File: src/rtl/fpu_pkg.sv
// Shared floating-point definitions for the FPU datapath: default binary32 widths,
// derived constants, exception flag layout and operand classification.
package fpu_pkg;

  localparam int FP_EXP_W   = 8;
  localparam int FP_MAN_W   = 23;
  localparam int FP_BIAS    = 2**(FP_EXP_W-1) - 1;
  localparam int FP_EXP_MAX = 2**FP_EXP_W - 1;

  localparam logic [FP_EXP_W+FP_MAN_W:0] FP_QNAN =
    {1'b0, {FP_EXP_W{1'b1}}, 1'b1, {(FP_MAN_W-1){1'b0}}};

  typedef struct packed {
    logic invalid;
    logic overflow;
    logic underflow;
    logic inexact;
  } fp_flags_t;

  typedef enum logic [2:0] {
    CLS_NORMAL,
    CLS_ZERO,
    CLS_INF,
    CLS_QNAN,
    CLS_SNAN
  } fp_class_t;

endpackage

File: src/rtl/fp_lzc.sv
// Combinational leading-zero counter; an all-zero input reports W with o_zero set.
module fp_lzc #(
  parameter int W  = 27,
  parameter int CW = $clog2(W+1)
) (
  input  logic [W-1:0]  i_val,
  output logic [CW-1:0] o_cnt,
  output logic          o_zero
);

  always_comb begin
    o_cnt = CW'(W);
    for (int i = 0; i < W; i++) begin
      if (i_val[i]) o_cnt = CW'(W - 1 - i);
    end
  end

  assign o_zero = ~|i_val;

endmodule

File: src/rtl/fp_add_pipe.sv
// Pipelined IEEE-754 adder/subtractor: input capture, align, add, normalise/round.
// One global advance signal stalls every stage together when the output is blocked.
module fp_add_pipe
  import fpu_pkg::*;
#(
  parameter int EXP_W = FP_EXP_W,
  parameter int MAN_W = FP_MAN_W
) (
  input  logic                 clk,
  input  logic                 rst,
  input  logic                 in_valid,
  output logic                 in_ready,
  input  logic [EXP_W+MAN_W:0] in_a,
  input  logic [EXP_W+MAN_W:0] in_b,
  input  logic                 in_sub,
  output logic                 out_valid,
  input  logic                 out_ready,
  output logic [EXP_W+MAN_W:0] out_res,
  output logic [3:0]           out_flags
);

  localparam int W  = 1 + EXP_W + MAN_W;
  localparam int FW = MAN_W + 4;            // {hidden, man, G, R, S}
  localparam int SW = MAN_W + 5;
  localparam int XW = EXP_W + 2;
  localparam int RW = MAN_W + 2;
  localparam int CW = $clog2(FW + 1);
  localparam logic [EXP_W-1:0] EXP_ONES = '1;
  localparam logic [EXP_W-1:0] D_SAT    = EXP_W'(FW - 1);
  localparam logic [W-1:0]     QNAN     = {1'b0, EXP_ONES, 1'b1, {(MAN_W-1){1'b0}}};

  function automatic fp_class_t classify(input logic [EXP_W-1:0] e, input logic [MAN_W-1:0] m);
    fp_class_t c;
    c = CLS_NORMAL;
    if (e == EXP_ONES) begin
      if (m == '0)          c = CLS_INF;
      else if (m[MAN_W-1])  c = CLS_QNAN;
      else                  c = CLS_SNAN;
    end else if (e == '0) begin
      c = CLS_ZERO;
    end
    return c;
  endfunction

  logic w_adv;
  logic r0_valid, r0_sub;
  logic [W-1:0] r0_a, r0_b;
  logic r1_valid, r1_sign, r1_eff_sub, r1_inv;
  logic [EXP_W-1:0] r1_exp;
  logic [FW-1:0] r1_mbig, r1_msml;
  fp_class_t r1_tag;
  logic r2_valid, r2_sign, r2_inv;
  logic [EXP_W-1:0] r2_exp;
  logic [SW-1:0] r2_sum;
  fp_class_t r2_tag;
  logic r3_valid;
  logic [W-1:0] r3_res;
  fp_flags_t r3_flags;

  assign w_adv     = ~r3_valid | out_ready;
  assign in_ready  = w_adv;
  assign out_valid = r3_valid;
  assign out_res   = r3_res;
  assign out_flags = r3_flags;

  // Align: denormal inputs are flushed to signed zero before the magnitude compare
  logic w_sa, w_sb, w_swap, w_s_big, w_inv, w_tag_sign;
  logic [EXP_W-1:0] w_ea, w_eb, w_e_big, w_e_sml, w_d;
  logic [MAN_W-1:0] w_ma, w_mb, w_m_big, w_m_sml;
  logic [FW-1:0] w_ext_sml, w_mask, w_aligned;
  fp_class_t w_cls_a, w_cls_b, w_tag;

  assign w_sa      = r0_a[W-1];
  assign w_sb      = r0_b[W-1] ^ r0_sub;
  assign w_ea      = r0_a[W-2:MAN_W];
  assign w_eb      = r0_b[W-2:MAN_W];
  assign w_ma      = (w_ea == '0) ? '0 : r0_a[MAN_W-1:0];
  assign w_mb      = (w_eb == '0) ? '0 : r0_b[MAN_W-1:0];
  assign w_cls_a   = classify(w_ea, r0_a[MAN_W-1:0]);
  assign w_cls_b   = classify(w_eb, r0_b[MAN_W-1:0]);
  assign w_swap    = {w_eb, w_mb} > {w_ea, w_ma};
  assign w_s_big   = w_swap ? w_sb : w_sa;
  assign w_e_big   = w_swap ? w_eb : w_ea;
  assign w_e_sml   = w_swap ? w_ea : w_eb;
  assign w_m_big   = w_swap ? w_mb : w_ma;
  assign w_m_sml   = w_swap ? w_ma : w_mb;
  assign w_d       = w_e_big - w_e_sml;
  assign w_ext_sml = {w_e_sml != '0, w_m_sml, 3'b000};
  assign w_mask    = (FW'(1) << w_d) - FW'(1);

  always_comb begin
    if (w_d >= D_SAT) w_aligned = {{(FW-1){1'b0}}, |w_ext_sml};
    else              w_aligned = (w_ext_sml >> w_d) | {{(FW-1){1'b0}}, |(w_ext_sml & w_mask)};
  end

  always_comb begin
    w_tag      = CLS_NORMAL;
    w_inv      = 1'b0;
    w_tag_sign = w_s_big;
    if (w_cls_a inside {CLS_QNAN, CLS_SNAN} || w_cls_b inside {CLS_QNAN, CLS_SNAN}) begin
      w_tag = CLS_QNAN;
      w_inv = (w_cls_a == CLS_SNAN) | (w_cls_b == CLS_SNAN);
    end else if (w_cls_a == CLS_INF && w_cls_b == CLS_INF) begin
      w_tag      = (w_sa != w_sb) ? CLS_QNAN : CLS_INF;
      w_inv      = (w_sa != w_sb);
      w_tag_sign = w_sa;
    end else if (w_cls_a == CLS_INF) begin
      w_tag      = CLS_INF;
      w_tag_sign = w_sa;
    end else if (w_cls_b == CLS_INF) begin
      w_tag      = CLS_INF;
      w_tag_sign = w_sb;
    end
  end

  // Add: operands are ordered so the subtraction never goes negative
  logic [SW-1:0] w_sum;
  assign w_sum = r1_eff_sub ? ({1'b0, r1_mbig} - {1'b0, r1_msml})
                            : ({1'b0, r1_mbig} + {1'b0, r1_msml});

  // Normalise and round to nearest even
  logic [CW-1:0] w_lzc;
  logic w_sum_zero, w_carry, w_rnd_up;
  logic [FW-1:0] w_norm;
  logic [XW-1:0] w_exp_n, w_exp_f;
  logic [RW-1:0] w_mant_r;
  logic [W-1:0] w_res;
  fp_flags_t w_flags;

  fp_lzc #(.W(FW), .CW(CW)) u_lzc (
    .i_val  (r2_sum[FW-1:0]),
    .o_cnt  (w_lzc),
    .o_zero (w_sum_zero)
  );

  assign w_carry = r2_sum[SW-1];

  always_comb begin
    if (w_carry) begin
      w_norm  = {r2_sum[SW-1:2], |r2_sum[1:0]};
      w_exp_n = {2'b00, r2_exp} + XW'(1);
    end else begin
      w_norm  = r2_sum[FW-1:0] << w_lzc;
      w_exp_n = {2'b00, r2_exp} - XW'(w_lzc);
    end
  end

  assign w_rnd_up = w_norm[2] & (w_norm[1] | w_norm[0] | w_norm[3]);
  assign w_mant_r = {1'b0, w_norm[FW-1:3]} + RW'(w_rnd_up);
  assign w_exp_f  = w_exp_n + XW'(w_mant_r[RW-1]);

  always_comb begin
    w_res           = {r2_sign, w_exp_f[EXP_W-1:0], w_mant_r[MAN_W-1:0]};
    w_flags         = '0;
    w_flags.inexact = |w_norm[2:0];
    if (r2_tag == CLS_QNAN) begin
      w_res           = QNAN;
      w_flags         = '0;
      w_flags.invalid = r2_inv;
    end else if (r2_tag == CLS_INF) begin
      w_res   = {r2_sign, EXP_ONES, {MAN_W{1'b0}}};
      w_flags = '0;
    end else if (w_sum_zero && !w_carry) begin
      w_res   = {r2_sign, {(W-1){1'b0}}};
      w_flags = '0;
    end else if (w_exp_n[XW-1] || w_exp_n == '0) begin
      w_res             = {r2_sign, {(W-1){1'b0}}};
      w_flags.underflow = 1'b1;
      w_flags.inexact   = 1'b1;
    end else if (w_exp_f >= {2'b00, EXP_ONES}) begin
      w_res            = {r2_sign, EXP_ONES, {MAN_W{1'b0}}};
      w_flags.overflow = 1'b1;
      w_flags.inexact  = 1'b1;
    end
  end

  always_ff @(posedge clk) begin
    if (rst) begin
      r0_valid <= 1'b0;
      r1_valid <= 1'b0;
      r2_valid <= 1'b0;
      r3_valid <= 1'b0;
      r3_res   <= '0;
      r3_flags <= '0;
    end else if (w_adv) begin
      r0_valid <= in_valid;
      if (in_valid) begin
        r0_a   <= in_a;
        r0_b   <= in_b;
        r0_sub <= in_sub;
      end
      r1_valid <= r0_valid;
      if (r0_valid) begin
        r1_sign    <= w_tag_sign;
        r1_exp     <= w_e_big;
        r1_mbig    <= {w_e_big != '0, w_m_big, 3'b000};
        r1_msml    <= w_aligned;
        r1_eff_sub <= w_sa ^ w_sb;
        r1_tag     <= w_tag;
        r1_inv     <= w_inv;
      end
      r2_valid <= r1_valid;
      if (r1_valid) begin
        // exact cancellation rounds to +0 under nearest-even
        r2_sign <= (r1_tag == CLS_NORMAL && r1_eff_sub && w_sum == '0) ? 1'b0 : r1_sign;
        r2_exp  <= r1_exp;
        r2_sum  <= w_sum;
        r2_tag  <= r1_tag;
        r2_inv  <= r1_inv;
      end
      r3_valid <= r2_valid;
      if (r2_valid) begin
        r3_res   <= w_res;
        r3_flags <= w_flags;
      end
    end
  end

endmodule

File: config.mk
export PLATFORM = sky130hd
export DESIGN_NAME = fp_add_pipe
export DESIGN_NICKNAME = d
export VERILOG_FILES = /design/src/rtl/fpu_pkg.sv /design/src/rtl/fp_lzc.sv /design/src/rtl/fp_add_pipe.sv
export SDC_FILE = /design/constraint.sdc
export NUM_CORES = 1
export LEC_CHECK = 0
export BUFFER_PORTS_ARGS = -buffer_cell sky130_fd_sc_hd__buf_2
export CAP_MARGIN = 10
export CORE_MARGIN = 5
export CORE_UTILIZATION = 30
export DETAILED_ROUTE_END_ITERATION = 8
export GPL_ROUTABILITY_DRIVEN = 0
export PLACE_DENSITY = 0.52
export SLEW_MARGIN = 25
export SYNTH_ARGS = -nofsm -noshare
export SYNTH_HDL_FRONTEND = slang
export SYNTH_SLANG_ARGS = --single-unit
File: constraint.sdc
create_clock -name clk -period 19.15 [get_ports clk]
set_input_delay 0.9575 -clock clk [delete_from_list [all_inputs] [get_ports clk]]
set_output_delay 0.9575 -clock clk [all_outputs]
set_load 0.1 [all_outputs]
; ---- Word level (Yosys, flattened, before mapping)
; Index checks and enable logic that the tools add are counted.
; Widths: inputs -> output; s select.
[word_totals]
regBits = 211
out_inout_bits = 38
[classes]
n_addsub = 8
order_cmp = 3
n_eq_ne = 11
shifts = 3
n_mux = 69
bitwise = 11
n_reduce_logical = 28
[ops]
columns = operator, count
row1 = $mux 31, 4
row2 = $mux 23, 4
row3 = $mux 5, 16
row4 = $reduce_or 27->1, 2
row5 = $logic_not 23->1, 2
row6 = $mux 4, 9
row7 = $mux 32, 1
row8 = $gt 31x31->1, 1
row9 = $add 27x27->28, 1
row10 = $logic_not 28->1, 1
row11 = $mux 28, 1
row12 = $sub 27x27->28, 1
row13 = $and 27x27->27, 1
row14 = $mux 27, 1
row15 = $or 27x1->27, 1
row16 = $shl 1x8->27 const A, 1
row17 = $shl 27x5->27, 1
row18 = $shr 27x8->27, 1
row19 = $sub 27x2->27 const B, 1
row20 = $add 24x1->25, 1
row21 = $mux 3, 8
row22 = $reduce_or 24->1, 1
row23 = $eq 3x2->1 const B, 6
row24 = $mux 1, 17
row25 = other kinds (28), 50

; ---- Depth between registers and ports, before layout
; Gate-level depths: netlist of run 1.
[logic_depth]
ltp_word = 40
ltp_mapped = 30

; ---- Cells and area by module
; Synthesis of run 1 repeated with hierarchy kept, for this count alone.
[hier_totals]
cells_unflattened = 1742
area_unflattened_um2 = 15935.3
[by_module_without_submodules]
columns = module, instances, cells_per_inst, area_each_um2, seq_area_each_um2
row1 = fp_add_pipe, 1, 1691, 15596.2, 5875.6
row2 = fp_lzc, 1, 51, 339.1, 0.0

; ---- Worst setup path before layout of run 1
; Ideal clock, no wire load.
[synth_path]
kind = reg-to-reg
startpoint = reg r0_b[27]
endpoint = reg r1_msml[0], data pin
setup_ns = 0.266
arrival_ns = 6.202
t_required_ns = 18.884
setup_slack_ns = 12.682
path_stages_with_launch = 28
path_buffers = 7
synth_period_minus_slack_ns = 6.468
path_cell_list = edfxtp_1 > clkbuf_1 > nor4_1 > nand2_1 > clkbuf_1 > clkbuf_1 > nand2_1 > inv_1 > ha_1 > nand4_1 > nor4_1 > nand2b_1 > a31o_2 > clkbuf_1 > nand2_1 > clkbuf_1 > clkbuf_1 > mux2_2 > ha_1 > a31o_2 > or3_1 > clkbuf_1 > nand2_1 > mux4_2 > a221oi_1 > nand4b_1 > o41ai_1 > nand3_1
[synth_between]
elab_chain_cells = 11
word_cells_on_any_way = 17
cone_classes = add/sub: 2 / order compare: 2 / shift: 2 / mux: 5 / bitwise: 2 / reduce/logical: 4
[synth_lines]
columns = item, line
row1 = from (decl), fp_add_pipe.sv:47  ; logic [W-1:0] r0_a, r0_b;
row2 = from (signal assigned), fp_add_pipe.sv:189  ; r0_b <= in_b;
row3 = $logic_not 8->1, fp_add_pipe.sv:78  ; assign w_mb = (w_eb == '0) ? '0 : r0_b[MAN_W-1:0];
row4 = $mux 23, fp_add_pipe.sv:78
row5 = $gt 31x31->1, fp_add_pipe.sv:81  ; assign w_swap = {w_eb, w_mb} > {w_ea, w_ma};
row6 = "$mux 8, on equally long branches", "fp_add_pipe.sv:83, fp_add_pipe.sv:84"
row7 = $sub 8x8->8, fp_add_pipe.sv:87  ; assign w_d = w_e_big - w_e_sml;
row8 = $shl 1x8->27, fp_add_pipe.sv:89  ; assign w_mask = (FW'(1) << w_d) - FW'(1);
row9 = $sub 27x2->27, fp_add_pipe.sv:89
row10 = $and 27x27->27, fp_add_pipe.sv:93  ; else w_aligned = (w_ext_sml >> w_d) | {{(FW-1){1'b0}}, |(w_ext_sml & w_mask)};
row11 = $reduce_or 27->1, fp_add_pipe.sv:93
row12 = $or 27x1->27, fp_add_pipe.sv:93
row13 = $mux 1 *, fp_add_pipe.sv:92  ; if (w_d >= D_SAT) w_aligned = {{(FW-1){1'b0}}, |w_ext_sml};
row14 = via w_aligned[0], fp_add_pipe.sv:70  ; logic [FW-1:0] w_ext_sml, w_mask, w_aligned;
row15 = to (signal assigned), fp_add_pipe.sv:197  ; r1_msml <= w_aligned;
row16 = to (decl), fp_add_pipe.sv:50  ; logic [FW-1:0] r1_mbig, r1_msml;
; Mark *: on every way through the listed nets, which the timed path passes. The rest lies on a longest branch.
; A chain may end at the register's enable or synchronous reset.

; ---- Worst setup path in the final report of run 1
[layout_path]
startpoint = reg r2_sum[18]
endpoint = reg r3_res[17], in the netlist out_res[17]
[layout_between]
elab_chain_cells = 22
word_cells_on_any_way = 29
cone_classes = add/sub: 3 / order compare: 1 / shift: 1 / mux: 16 / bitwise: 3 / reduce/logical: 5
[layout_lines]
columns = item, line
row1 = from (decl), fp_add_pipe.sv:54  ; logic [SW-1:0] r2_sum;
row2 = from (signal assigned), fp_add_pipe.sv:207  ; r2_sum <= w_sum;
row3 = $mux 5 (9 in a row), fp_lzc.sv:14  ; if (i_val[i]) o_cnt = CW'(W - 1 - i);
row4 = $shl 27x5->27, fp_add_pipe.sv:143  ; w_norm = r2_sum[FW-1:0] << w_lzc;
row5 = $mux 27, fp_add_pipe.sv:139  ; if (w_carry) begin
row6 = $or 1x1->1 (2 in a row), fp_add_pipe.sv:148  ; assign w_rnd_up = w_norm[2] & (w_norm[1] | w_norm[0] | w_norm[3]);
row7 = $and 1x1->1, fp_add_pipe.sv:148
row8 = $add 24x1->25, fp_add_pipe.sv:149  ; assign w_mant_r = {1'b0, w_norm[FW-1:3]} + RW'(w_rnd_up);
row9 = $add 10x1->10, fp_add_pipe.sv:150  ; assign w_exp_f = w_exp_n + XW'(w_mant_r[RW-1]);
row10 = $ge 10x8->1, fp_add_pipe.sv:170  ; end else if (w_exp_f >= {2'b00, EXP_ONES}) begin
row11 = $mux 31, fp_add_pipe.sv:170
row12 = $mux 31, fp_add_pipe.sv:166  ; end else if (w_exp_n[XW-1] || w_exp_n == '0) begin
row13 = $mux 31 *, fp_add_pipe.sv:163  ; end else if (w_sum_zero && !w_carry) begin
row14 = $mux 31 *, fp_add_pipe.sv:160  ; end else if (r2_tag == CLS_INF) begin
row15 = $mux 32 *, fp_add_pipe.sv:156  ; if (r2_tag == CLS_QNAN) begin
row16 = to (signal assigned), fp_add_pipe.sv:213  ; r3_res <= w_res;
row17 = to (decl), fp_add_pipe.sv:57  ; logic [W-1:0] r3_res;
; Every way passes the cells marked *; elsewhere a longest branch is shown, timed or not.

==> flow_summary.ini, run 1 <==
[clocking]
cts.repair.resized = 0
htreeDepth = 1
hold_buffers = 0
cts_tree = yes
clk_pin_slew_ns = 0.05
cts_sinks = 209
clock_path_buffers = 3
clock-root-buffer = clkbuf_16
cts_buffers = 28
cts_setup_buffers = 0
clk_latency_ns = 0.57

[floorplanning]
die_w_um = 246
die_h_um = 246
dieArea_mm2 = 0.0606
core_mm2 = 0.0552
initial_core_util = 0.303
num_rows = 86
pin_count = 107

[route]
dr.pass1.iters = 6
drt_iter0_markers = 1261
ant_nets = 0
via_per_inst = 5.61
post-route-drc-count = 0
post_drt_wl_per_cell_um = 19.5
dr_total_vias = 15100
totalWireLength_mm = 52.6

[timing]
maxSlewViolCount = 0
fin_crit_sh = 0.434
hold_viol = 0
period_minus_slack_ns = 8.31
setup_viol = 0
rsz0062_at_grt = no
clock_skew_ns = 0.0246
setup_tns_ns = 0
max_freq_mhz = 120
tightest_slew_ns = 0.978
finalWorstSetupSlack_ns = 10.84
slew_headroom = 0.347

[pwr]
p_leak_nw = 7.09
power.share.switching = 0.305
power.switching_w = 0.000399
pwr-share-seq = 0.402
vdd_drop_max_v = 0.0000599
power.density_mw_per_mm2 = 69.7
power_frac_comb = 0.216
clkPwrFrac = 0.382
p_int_w = 0.000908

[finish]
seqCellArea_mm2 = 0.00588
multi_input_area_mm2 = 0.00999
n_antenna_cell = 0
syn2layout_area_growth_pct = 12.1
finish.net_count = 2093
fillers = 5717
drive_above_1_share = 0.132

[placed_design]
hpwl_mm = 40.4
portBuffers = 106
preCtsSetupSlack_ns = 10.92

[worst_setup_path]
cp-start-kind = flop
crit_type = reg2reg
cp_max_fo = 19
critPathCaptureType = flop
arrival_ns = 8.80
worst_ep_required_time_ns = 19.64

[synthesis]
synthFlopType = edfxtp_1
synth.ff_latch_count = 209
synth_cells = 1902
syn_avg_cell_area_um2 = 8.79
synth_async_sr_flop_share = 0
yosysUniqueCellTypes = 92
netlist_area_mm2 = 0.0167
syn_nets = 2063
seq_area_frac_synth = 0.351
synth_edf_count = 169
yosys_warnings = 0

[global_route]
grt_max_degree = 66
grt_pass1_wl_mm = 82.0
grt-ovfl-total = 0
grt_pass1_vias = 14500
track_usage = 0.166
antenna_found_initial = 0

[min_path]
hp-class = reg2reg

[run_status]
outcome = completed

[job]
max_cap_viol_count = 0
## metal layers
metal,GRT usage,part of all wire,up-vias
li1,-,-,7233
met4,0.0617,0.042,0
met3,0.0209,0.058,121
met2,0.283,0.47,580
met5,0,0,-
met1,0.217,0.43,7214
## Yosys cell counts (30+ instances only)
cell	instances	area [µm²]
a21oi_1	117	586
and2_1	31	194
clkbuf_1	99	372
dfxtp_1	40	801
edfxtp_1	169	5070
ha_1	90	1130
inv_1	94	353
mux2i_1	59	591
nand2_1	182	683
nand3_1	71	355
nand4_1	30	188
nor2_1	169	634
nor3_1	38	190
nor4_1	32	200
o211ai_1	30	225
o21ai_0	110	551
xnor2_1	32	280
## sequential cells by signal (all words and copies together) (netlist names)
register / cells
out_flags: 4
out_res: 32
out_valid: 1
r0_a: 32
r0_b: 32
r0_sub: 1
r0_valid: 1
r1_eff_sub: 1
r1_exp: 8
r1_inv: 1
r1_mbig: 24
r1_msml: 27
r1_sign: 1
r1_tag: 2
r1_valid: 1
r2_exp: 8
r2_inv: 1
r2_sign: 1
r2_sum: 28
r2_tag: 2
r2_valid: 1
## cells by family after synthesis
logic type      synth area share
fa+ha+maj                 0.0697
xor+xnor                  0.0309
compound gates             0.220
buf+inv                   0.0524
mux                       0.0717
flops                      0.351
simple gates               0.204
## power by group through the flow
| stage | Sequential (W) | Clock, W | Combinational, W |
|---|---|---|---|
| 6_report | 0.000525 | 0.000499 | 0.000283 |
| 5_1_grt | 0.000526 | 0.000533 | 0.000309 |
| 3_5_place_dp | 0.000534 | 0 | 0.000278 |
| 3_3_place_gp | 0.000534 | 0 | 0.000277 |
| 4_1_cts | 0.000525 | 0.000515 | 0.000279 |
| 2_1_floorplan | 0.000535 | 0 | 0.000199 |
## cell type report
| class | count | area share |
|---|---|---|
| timing repair buffer | 129 | 0.0375 |
| multi-input combinational | 1468 | 0.533 |
| clock buffer | 36 | 0.0412 |
| sequential | 209 | 0.313 |
| inverter | 96 | 0.0192 |
| clock inverter | 14 | 0.00627 |
| tap | 748 | 0.0499 |
## cells in the final DEF (no fill, tap or decap), drive strengths merged, types with 38 or more instances in the layout
| master | instances |
|---|---|
| dfxtp | 40 |
| nor2 | 169 |
| mux2i | 59 |
| a21oi | 117 |
| o21ai | 113 |
| nand2 | 182 |
| buf | 129 |
| inv | 99 |
| ha | 90 |
| nor3 | 38 |
| nand3 | 71 |
| edfxtp | 169 |
## through the flow
step                      utilization  hold WS (ns)  power (W)  instances  area, µm²
after floorplan                     -         0.400   0.000734       1902      16700
final                           0.340         0.439    0.00131       2700      18800
after global routing            0.340         0.459    0.00137       2700      18800
after CTS                       0.340         0.451    0.00132       2700      18800
after detailed placement        0.324         0.423   0.000812       2650      17900
after global placement          0.324         0.413   0.000811       2650      17900
## worst max-delay path, stage by stage (launching register included)
cell	delay, ns
edfxtp_1	0.54
nand2b_1	0.15
a21oi_1	0.09
o31ai_1	0.72
o211a_1	0.73
buf_4	0.40
mux2_2	0.39
o22a_1	0.23
o21ai_0	0.27
ha_1	0.21
o21ai_0	0.23
nor4_4	0.51
nand2_1	0.22
nor4_1	0.40
ha_1	0.25
ha_1	0.19
nand2_1	0.11
nor4b_1	0.31
mux2i_1	0.17
nand2_1	0.14
and4_1	0.23
o22ai_1	0.22
nor4_4	0.59
nor2b_1	0.71
a22o_1	0.24
## worst paths after layout
check,from,slack (ns),to,cells after the start
worst min register to register,r1_exp[2],0.44,r2_exp[2],0
worst min-delay path,r1_exp[2],0.44,r2_exp[2],0
worst max-delay path,r2_sum[18],10.84,out_res[17],24
worst max register to register,r2_sum[18],10.84,out_res[17],24
No activity file was read; power rests on OpenSTA's default activity.
==> run 2, diff against run 1 <==
--- a/config.mk
+++ b/config.mk
@@ -11,7 +11,7 @@
 export CORE_UTILIZATION = 30
 export DETAILED_ROUTE_END_ITERATION = 8
 export GPL_ROUTABILITY_DRIVEN = 0
-export PLACE_DENSITY = 0.52
+export PLACE_DENSITY = 0.54
 export SLEW_MARGIN = 25
 export SYNTH_ARGS = -nofsm -noshare
 export SYNTH_HDL_FRONTEND = slang
==> constraint.sdc (replaced) <==
create_clock -name clk -period 7.1 [get_ports clk]
set_input_delay 0.355 -clock clk [delete_from_list [all_inputs] [get_ports clk]]
set_output_delay 0.355 -clock clk [all_outputs]
set_load 0.1 [all_outputs]
==> flow_summary.ini, run 2 (synthesis results as in run 1) <==
[clocking]
clock-root-buffer = clkbuf_16
cts_setup_buffers = 0
clock_path_buffers = 3
clk_latency_ns = 0.57
cts_tree = yes
clk_pin_slew_ns = 0.06
cts_buffers = 25
cts_sinks = 209
htreeDepth = 1

[route]
dr_total_vias = 15500
ant_nets = 0
drt_iter0_markers = 1374
dr.pass1.iters = 5
via_per_inst = 5.51
post-route-drc-count = 0
totalWireLength_mm = 52.5
post_drt_wl_per_cell_um = 18.6

[worst_setup_path]
critPathCaptureType = flop
cp_slowest_cell = edfxtp_1
crit_start = r2_sum[11]
cpPeakStageDelay_ns = 0.54
path_cells = or3_1 > a221o_1 > a31oi_4 > o211a_1 > buf_4 > mux2i_1 > mux2i_1 > a221oi_1 > o211ai_1 > nor4b_4 > nand2_1 > nor4_1 > ha_1 > ha_1 > nand2_1 > nor4b_1 > mux2i_1 > nand2_1 > and4_1 > o22ai_1 > buf_4 > or2_2 > or4_1 > o311ai_1
cp-start-kind = flop
cp_max_fo = 10
worst_ep_required_time_ns = 7.57
crit_type = reg2reg
arrival_ns = 7.15
ff2ff_setup_slack_ns = 0.42
r2r-start = r2_sum[11]
timing.rr.end = out_res[22]
worstRegToRegCells = 24

[placed_design]
preCtsSetupSlack_ns = 0.258
post-place-cells = 2707
portBuffers = 106
place_area_mm2 = 0.0183
hpwl_mm = 40.6

[min_path]
min-delay-start = in_valid
hp-class = in2reg
hold_depth = 3
holdPathEnd = r0_valid

[finish]
syn2layout_area_growth_pct = 18.1
layout_commonest_cell = nand2_1
multi_input_area_mm2 = 0.0100
fillers = 5615
drive_above_1_share = 0.149
stdcell_area_mm2 = 0.0198
layout_common_cells = 181 x nand2_1, 169 x edfxtp_1, 168 x nor2_1
finish.net_count = 2212
seqCellArea_mm2 = 0.00588
layoutNonFillerInstCount = 2816
n_antenna_cell = 0

[global_route]
grt_max_degree = 72
antenna_found_initial = 0
grt_pass1_wl_mm = 83.2
grt_pass1_vias = 15200
track_usage = 0.168
grt-ovfl-total = 0

[pwr]
vdd_drop_max_v = 0.000194
power.density_mw_per_mm2 = 175
p_leak_nw = 7.58

[timing]
maxSlewViolCount = 0
clock_skew_ns = 0.0213
max_freq_mhz = 150
fin_crit_sh = 0.941
finalWorstSetupSlack_ns = 0.422
hold_viol = 0
setup_viol = 0
tightest_slew_ns = 0.961
slew_headroom = 0.359
rsz0062_at_grt = no
period_minus_slack_ns = 6.68
setup_tns_ns = 0

[floorplanning]
dieArea_mm2 = 0.0606
die_w_um = 246
initial_core_util = 0.303
num_rows = 86
core_mm2 = 0.0552
die_h_um = 246
pin_count = 107

[job]
max_cap_viol_count = 0

[run_status]
outcome = completed
run 2: changes by cell type in the layout (fill, tap and decap cells not counted), sizes merged:
cell         change
buf             +57
bufinv           +1
clkbuf           -8
clkinv           +3
clkinvlp         -1
dlygate4sd3     +65
inv              -1
run 2: how the worst max path moves through the flow:
stage | depth (start not counted) | endpoint
after CTS | 24 | out_res[21]
after detailed placement | 24 | out_res[21]
after floorplan | 27 | r1_msml[0]
final | 24 | out_res[22]
after global placement | 23 | out_res[21]
after global routing | 25 | out_res[22]
run 2: worst max-delay path: cells and delay by family (launching register included):
kind | cells | cell delay [ns]
AO/OA/AOI/OAI | 7 | 1.72
flip-flops | 1 | 0.54
adder cells (fa/ha/maj) | 2 | 0.46
buffers and inverters | 2 | 0.44
AND/OR/NAND/NOR | 10 | 2.86
multiplexers | 3 | 0.56
run 2: where the power goes:
group | internal (W) | leakage [nW] | switching, W | total, W
registers | 0.00138 | 1.84 | 0.0000331 | 0.00141
clock network | 0.000720 | 0.386 | 0.000517 | 0.00124
logic | 0.000308 | 5.36 | 0.000501 | 0.000809
total | 0.00241 | 7.58 | 0.00105 | 0.00346
run 2: stage by stage:
step	power, W	hold WS [ns]	utilization
after detailed placement	0.00220	0.406	0.332
after global placement	0.00219	0.415	0.332
after floorplan	0.00198	0.400	-
after CTS	0.00349	0.0361	0.358
after global routing	0.00363	0.0590	0.358
final	0.00346	0.0554	0.358
run 2: final cells by class:
cell class / instances / area share
Sequential cell: 209 / 0.297
Inverter: 96 / 0.0182
Clock inverter: 16 / 0.00747
Timing Repair Buffer: 251 / 0.0908
Tap cell: 748 / 0.0474
Clock buffer: 28 / 0.0322
Multi-Input combinational cell: 1468 / 0.507
run 2: repair_timing:
action                                 4_1_cts  5_1_grt
gates resized for setup                      0        4
hold buffers                                65        0
setup endpoints to repair                    0       14
endpoints found under the hold margin       65        0
run 2: per-layer routing:
metal / routed length (µm) / part of all wire / up-vias / track usage
li1: - / - / 7469 / -
met5: 0 / 0 / - / 0
met4: 3020 / 0.057 / 0 / 0.0824
met2: 24700 / 0.47 / 586 / 0.284
met1: 21600 / 0.41 / 7302 / 0.210
met3: 3190 / 0.061 / 148 / 0.0239
